## src/rtl/div_unit.sv

```systemverilog
// Multi-cycle restoring divider for the EX stage: one quotient bit per cycle, signed or unsigned,
// result packed as {remainder, quotient} for HI/LO.
module div_unit #(
    parameter int unsigned WIDTH = 32
) (
    input  logic               clk,
    input  logic               rst,
    input  logic               signed_div_i,
    input  logic [WIDTH-1:0]   opdata1_i,
    input  logic [WIDTH-1:0]   opdata2_i,
    input  logic               start_i,
    input  logic               annul_i,
    output logic [2*WIDTH-1:0] result_o,
    output logic               ready_o,
    output logic               busy_o
);

    localparam int unsigned CntW = $clog2(WIDTH + 1);
    localparam logic [CntW-1:0] LastStep = CntW'(WIDTH - 1);

    localparam logic [1:0] StIdle    = 2'd0;
    localparam logic [1:0] StDivZero = 2'd1;
    localparam logic [1:0] StOn      = 2'd2;
    localparam logic [1:0] StEnd     = 2'd3;

    logic [1:0]         state_q, state_d;
    logic [CntW-1:0]    cnt_q, cnt_d;
    logic [WIDTH-1:0]   rem_q, rem_d;
    // Holds |dividend| while dividing, shifting quotient bits in from the right;
    // holds the raw dividend on the divide-by-zero path.
    logic [WIDTH-1:0]   dvd_q, dvd_d;
    logic [WIDTH-1:0]   dsr_q, dsr_d;
    logic               dvd_neg_q, dvd_neg_d;
    logic               dsr_neg_q, dsr_neg_d;
    logic               sgn_q, sgn_d;
    logic [2*WIDTH-1:0] result_q, result_d;
    logic               ready_q, ready_d;
    logic               busy_q, busy_d;

    logic [WIDTH-1:0]   op1_abs, op2_abs;
    logic [WIDTH:0]     rem_shift, trial;
    logic               q_bit;
    logic [WIDTH-1:0]   rem_step, quo_step, rem_fix, quo_fix;

    always_comb begin
        op1_abs = (signed_div_i && opdata1_i[WIDTH-1]) ? (~opdata1_i + 1'b1) : opdata1_i;
        op2_abs = (signed_div_i && opdata2_i[WIDTH-1]) ? (~opdata2_i + 1'b1) : opdata2_i;

        rem_shift = {rem_q, dvd_q[WIDTH-1]};
        trial     = rem_shift - {1'b0, dsr_q};
        q_bit     = (rem_shift >= {1'b0, dsr_q});
        rem_step  = q_bit ? trial[WIDTH-1:0] : rem_shift[WIDTH-1:0];
        quo_step  = {dvd_q[WIDTH-2:0], q_bit};

        // Truncating division: quotient sign from operand signs, remainder follows dividend.
        quo_fix = (sgn_q && (dvd_neg_q ^ dsr_neg_q)) ? (~quo_step + 1'b1) : quo_step;
        rem_fix = (sgn_q && dvd_neg_q) ? (~rem_step + 1'b1) : rem_step;
    end

    always_comb begin
        state_d   = state_q;
        cnt_d     = cnt_q;
        rem_d     = rem_q;
        dvd_d     = dvd_q;
        dsr_d     = dsr_q;
        dvd_neg_d = dvd_neg_q;
        dsr_neg_d = dsr_neg_q;
        sgn_d     = sgn_q;
        result_d  = result_q;
        ready_d   = ready_q;
        busy_d    = busy_q;

        case (state_q)
            StIdle: begin
                if (start_i && !annul_i) begin
                    busy_d = 1'b1;
                    if (opdata2_i == '0) begin
                        state_d = StDivZero;
                        dvd_d   = opdata1_i;
                    end else begin
                        state_d   = StOn;
                        dvd_d     = op1_abs;
                        dsr_d     = op2_abs;
                        rem_d     = '0;
                        cnt_d     = '0;
                        sgn_d     = signed_div_i;
                        dvd_neg_d = signed_div_i & opdata1_i[WIDTH-1];
                        dsr_neg_d = signed_div_i & opdata2_i[WIDTH-1];
                    end
                end
            end
            StOn: begin
                if (annul_i) begin
                    state_d = StIdle;
                    busy_d  = 1'b0;
                end else begin
                    rem_d = rem_step;
                    dvd_d = quo_step;
                    cnt_d = cnt_q + CntW'(1);
                    if (cnt_q == LastStep) begin
                        state_d  = StEnd;
                        busy_d   = 1'b0;
                        ready_d  = 1'b1;
                        result_d = {rem_fix, quo_fix};
                    end
                end
            end
            StDivZero: begin
                busy_d = 1'b0;
                if (annul_i) begin
                    state_d = StIdle;
                end else begin
                    state_d  = StEnd;
                    ready_d  = 1'b1;
                    result_d = {dvd_q, {WIDTH{1'b1}}};
                end
            end
            StEnd: begin
                if (!start_i || annul_i) begin
                    state_d  = StIdle;
                    ready_d  = 1'b0;
                    result_d = '0;
                end
            end
            default: begin
                state_d  = StIdle;
                ready_d  = 1'b0;
                busy_d   = 1'b0;
                result_d = '0;
            end
        endcase
    end

    always_ff @(posedge clk or negedge rst) begin
        if (!rst) begin
            state_q   <= StIdle;
            cnt_q     <= '0;
            rem_q     <= '0;
            dvd_q     <= '0;
            dsr_q     <= '0;
            dvd_neg_q <= 1'b0;
            dsr_neg_q <= 1'b0;
            sgn_q     <= 1'b0;
            result_q  <= '0;
            ready_q   <= 1'b0;
            busy_q    <= 1'b0;
        end else begin
            state_q   <= state_d;
            cnt_q     <= cnt_d;
            rem_q     <= rem_d;
            dvd_q     <= dvd_d;
            dsr_q     <= dsr_d;
            dvd_neg_q <= dvd_neg_d;
            dsr_neg_q <= dsr_neg_d;
            sgn_q     <= sgn_d;
            result_q  <= result_d;
            ready_q   <= ready_d;
            busy_q    <= busy_d;
        end
    end

    assign result_o = result_q;
    assign ready_o  = ready_q;
    assign busy_o   = busy_q;

endmodule

```

## config.mk

```make
export PLATFORM = sky130hd
export DESIGN_NAME = div_unit
export DESIGN_NICKNAME = d
export VERILOG_FILES = /design/src/rtl/div_unit.sv
export SDC_FILE = /design/constraint.sdc
export NUM_CORES = 1
export LEC_CHECK = 0
export CAP_MARGIN = 20
export CORE_MARGIN = 5
export CORE_UTILIZATION = 55
export DETAILED_ROUTE_END_ITERATION = 8
export DONT_BUFFER_PORTS = 1
export GPL_ROUTABILITY_DRIVEN = 0
export HOLD_SLACK_MARGIN = 0.05
export PLACE_DENSITY_LB_ADDON = 0.2
export SETUP_SLACK_MARGIN = 0.02
export SLEW_MARGIN = 20
export SYNTH_ARGS = -nofsm -noshare
export SYNTH_HDL_FRONTEND = slang
export SYNTH_SLANG_ARGS = --single-unit
```

## constraint.sdc

```tcl
create_clock -name clk -period 10.8 [get_ports clk]
set_clock_uncertainty 0.15 [all_clocks]
set_input_delay 0.54 -clock clk [delete_from_list [all_inputs] [get_ports clk]]
set_output_delay 0.54 -clock clk [all_outputs]
set_load 0.02 [all_outputs]
```

==> out/qor_table.md <==
| Stage | Quantity | Value |
| --- | --- | --- |
| cells and area | Ratio of cells with drive above 1 in the final layout | 0.0472 |
| die | Die area | 26500 sq um |
| clock tree | Number of buffers created by CTS | 17 |
| detailed routing | Post-Route WL | 37000 microns |
| synthesis | Most frequently used flop master after synthesis | sky130_fd_sc_hd__dfrtp_1 |
| placed design | Pre-CTS worst setup slack | 5.03 ns |
| detailed routing | Number of design-rule violations left by the first detailed-router iteration | 1212 |
| synthesis | Mean instance size in the synthesized netlist | 7.85 sq um |
| status | Outcome | finished, final reports clean |
| worst setup path | Family with the most delay on the worst path | compound AO/OA/AOI/OAI gates |
| power and ir drop | VDD IR max | 0.000228 V |
| power and ir drop | Fraction of power spent switching nets | 0.503 |
| detailed routing | WL per Instance | 19.7 microns |
| global routing | Via count of the first global-routing pass | 10800 |
| synthesis | Count of warnings emitted by yosys | 0 |
| worst setup path | Path length in cells of the critical path | 20 |
| worst setup path | Startpoint of the worst register-to-register path | rem_q[8]$_DFFE_PN0P_ |
| synthesis | Leading area contributor after synthesis | sky130_fd_sc_hd__dfrtp_1 |
| synthesis | Number of synthesized flops with an enable pin | 0 |
| sta | Total negative slack for setup checks | 0 ns |
| clock tree | Clock tree from TritonCTS | built |
| detailed routing | Pre-Repair DR Iteration Count | 5 |
| die | Floorplan die width | 163 microns |
| synthesis | Most instantiated library cell after synthesis | sky130_fd_sc_hd__nor2_1 |
| worst setup path | Cells along the critical path | ha_1, nand4_1, or3_1, a21o_2, a211oi_2, or3_2, buf_4, inv_1, mux2i_1, ha_1, nand2_1, a21oi_1, o2111ai_1, a2111oi_0, mux2_2, o21ai_0, and4bb_2, o21ai_0, and3_1, o31ai_1 |
| worst setup path | Category of the critical setup timing path | register to register |
| worst setup path | Sort of element at the start of the critical path | register |
| die | Std-Cell Core Area | 22800 sq um |
| synthesis | Synthesized cell area | 12800 sq um |
| power and ir drop | Total net switching power | 1.99 mW |
| global routing | Largest net degree at the start of global routing | 174 |
| synthesis | Sequential area share after synthesis | 0.337 |
| worst setup path | Delay of the slowest cell on the worst path | 0.51 ns |
| global routing | GRT Util Overall | 0.274 |
| die | Row count | 55 |
| clock tree | Buffer depth of the longest clock path | 2 |
| global routing | Antenna violations before repair | 0 |
| worst setup path | Minimum setup slack among reg-to-reg paths | 4.84 ns |
| sta | Highest clock frequency the design can meet | 0.168 GHz |
| clock tree | Clock slew seen by the registers of the worst setup and hold paths | 0.07 ns |
| power and ir drop | Ratio of total power to cell area | 293 nW/um^2 |
| synthesis | Cell types with the largest area share after synthesis | sky130_fd_sc_hd__dfrtp_1 (34%), sky130_fd_sc_hd__a21oi_1 (6.8%), sky130_fd_sc_hd__o21ai_0 (6.5%), sky130_fd_sc_hd__nor2_1 (5.9%), sky130_fd_sc_hd__nand2_1 (5.1%) |
| detailed routing | Via/cell ratio | 6.35 |
| sta | Max Transition Viols Final | 0 |
| placed design | Placed Instance Area | 12800 sq um |
| power and ir drop | Post-layout total power | 3.95 mW |
| sta | Slew margin rel. | 0.247 |
| worst setup path | Start point of the critical path | rem_q[8]$_DFFE_PN0P_ |
| worst setup path | Destination of the worst register-to-register timing path | result_o[56]$_DFFE_PN0P_ |
| worst setup path | Endpoint type of the worst setup path | register |
| cells and area | NumNets Final | 1667 |
| cells and area | Post-route design area | 13500 sq um |
| synthesis | Top cell type's share of synthesized area | 0.337 |
| clock tree | Number of buffers added for setup after CTS | 0 |
| synthesis | Synth cell types | 79 |
| detailed routing | DRC violations left | 0 |
| synthesis | Share of synthesized flip-flops with an asynchronous set or reset | 1.00 |
| synthesis | Post-synthesis register bit count | 173 |
| sta | Period Utilization, post-route | 0.552 |
| sta | Setup repair after global routing missed its margin | no |
| synthesis | Net Count, Synth | 1745 |
| flow run | Max-cap violation count | 0 |
| clock tree | # resized after CTS | 0 |
| cells and area | Area Growth Syn to Fin | 5.17% |
| worst setup path | Crit path max fanout | 60 |
| worst setup path | Required time of the critical path | 11.01 ns |
| clock tree | CTS H-tree depth | 4 |
| cells and area | Final std cells w/o fill | 1882 |
| global routing | First-pass GRT wire length | 58300 microns |
| global routing | Global route overflow | 0 |
| worst setup path | Worst reg-to-reg path cell count | 20 |
| placed design | # port buffers | 0 |
| worst setup path | Worst Path Buf+Inv | 2 |
| placed design | Inst Count DP | 1848 |
| cells and area | Final Util | 0.592 |
| die | Height of the chip | 163 microns |
| cells and area | Total inserted antenna cells | 0 |
| sta | Minimum clock period | 5.96 ns |
| die | Starting density of the core | 0.563 |
| power and ir drop | Clock share of power | 0.169 |
| detailed routing | Via total after detailed routing | 12000 |
| power and ir drop | Fraction of power consumed by combinational cells | 0.493 |
| sta | Post-Route Hold Slack | 0.0978 ns |
| power and ir drop | Leakage dissipation | 5.69 nW |
| synthesis | Most common library cells after synthesis | sky130_fd_sc_hd__nor2_1 (203), sky130_fd_sc_hd__nand2_1 (175), sky130_fd_sc_hd__a21oi_1 (174), sky130_fd_sc_hd__dfrtp_1 (173), sky130_fd_sc_hd__o21ai_0 (166) |
| synthesis | Syn Inst Count | 1634 |
| worst hold path | Type of the worst min-delay path | input pin to register |
| worst setup path | Cell with the largest stage delay on the worst path | sky130_fd_sc_hd__buf_4 |
| clock tree | Sinks on Clock Net | 173 |
| sta | Final worst setup slack | 4.84 ns |
| power and ir drop | Fraction of power consumed by sequential logic | 0.338 |
| worst setup path | Worst Setup EP | result_o[56]$_DFFE_PN0P_ |
| detailed routing | Number of nets with antenna violations after routing | 0 |
| sta | Total of endpoints with negative setup slack in the final report | 0 |
| clock tree | Clk_lat worst skew | 0.45 ns |
| die | Top-level port count | 135 |
| placed design | HPWL after DPL | 27200 microns |
| sta | Hold Vio Cnt, Final | 0 |
| worst setup path | Arrival time of the worst setup path | 6.17 ns |
| clock tree | Library cell used as clock root buffer | sky130_fd_sc_hd__clkbuf_16 |
| sta | Worst Max-Slew Pin Slew | 1.13 ns |
| clock tree | Cts hold-fix bufs | 2 |
| power and ir drop | Total internal power | 1.97 mW |
## logic make-up after synthesis
family / synth area share
compound gates: 0.253
xor+xnor: 0.0915
fa+ha+maj: 0.0416
buf+inv: 0.0536
flops: 0.337
mux: 0.0160
simple gates: 0.206
## final cells by class
class | count | area (sq um)
Inverter | 51 | 191
Fill cell | 2066 | 9290
Sequential cell | 173 | 4330
Multi-Input combinational cell | 1301 | 7840
Timing Repair Buffer | 12 | 113
Tap cell | 313 | 392
Clock inverter | 12 | 170
Clock buffer | 20 | 457
## how the worst min path moves through the flow
stage	end	from	slack, ns	cells past startpoint
3_3_place_gp	dvd_q[14]$_DFFE_PN0P_	rst	0.1	0
2_1_floorplan	busy_o$_DFFE_PN0P_	rst	0.09	0
4_1_cts	sgn_q$_DFFE_PN0P_	signed_div_i	0.09	1
6_report	dsr_q[31]$_DFFE_PN0P_	opdata2_i[31]	0.1	2
3_5_place_dp	dvd_q[14]$_DFFE_PN0P_	rst	0.10	0
5_1_grt	sgn_q$_DFFE_PN0P_	signed_div_i	0.10	1
## cell usage in the layout, fill, tap and decap left out, drive strengths merged, types with 20 or more instances in the layout
cell / instances
o21ai: 166
xnor2: 67
or3: 23
nor4: 25
xor2: 67
nand2: 175
a31oi: 21
dfrtp: 173
clkbuf: 20
a21oi: 175
nor2: 203
ha: 41
nor3: 37
a22o: 29
inv: 58
## state kept, by name (all words and copies together), names as in the netlist
register / cells
result_o: 64
dsr_q: 32
state_q: 2
dvd_neg_q: 1
cnt_q: 6
dsr_neg_q: 1
dvd_q: 32
ready_o: 1
sgn_q: 1
busy_o: 1
rem_q: 32
## per-layer routing
metal | GRT usage | share of wire
met1 | 0.384 | 0.44
met2 | 0.426 | 0.45
met3 | 0.0521 | 0.081
met4 | 0.0949 | 0.031
met5 | 0 | 0
## power by group through the flow
| stage | clock [mW] | sequential, mW | combinational, mW |
|---|---|---|---|
| 5_1_grt | 0.698 | 1.37 | 2.16 |
| 4_1_cts | 0.674 | 1.33 | 1.92 |
| 3_5_place_dp | 0 | 1.35 | 1.89 |
| 6_report | 0.667 | 1.34 | 1.95 |
| 2_1_floorplan | 0 | 1.20 | 1.56 |
| 3_3_place_gp | 0 | 1.34 | 1.85 |
Note: power is estimated with default switching activity, not from simulation.
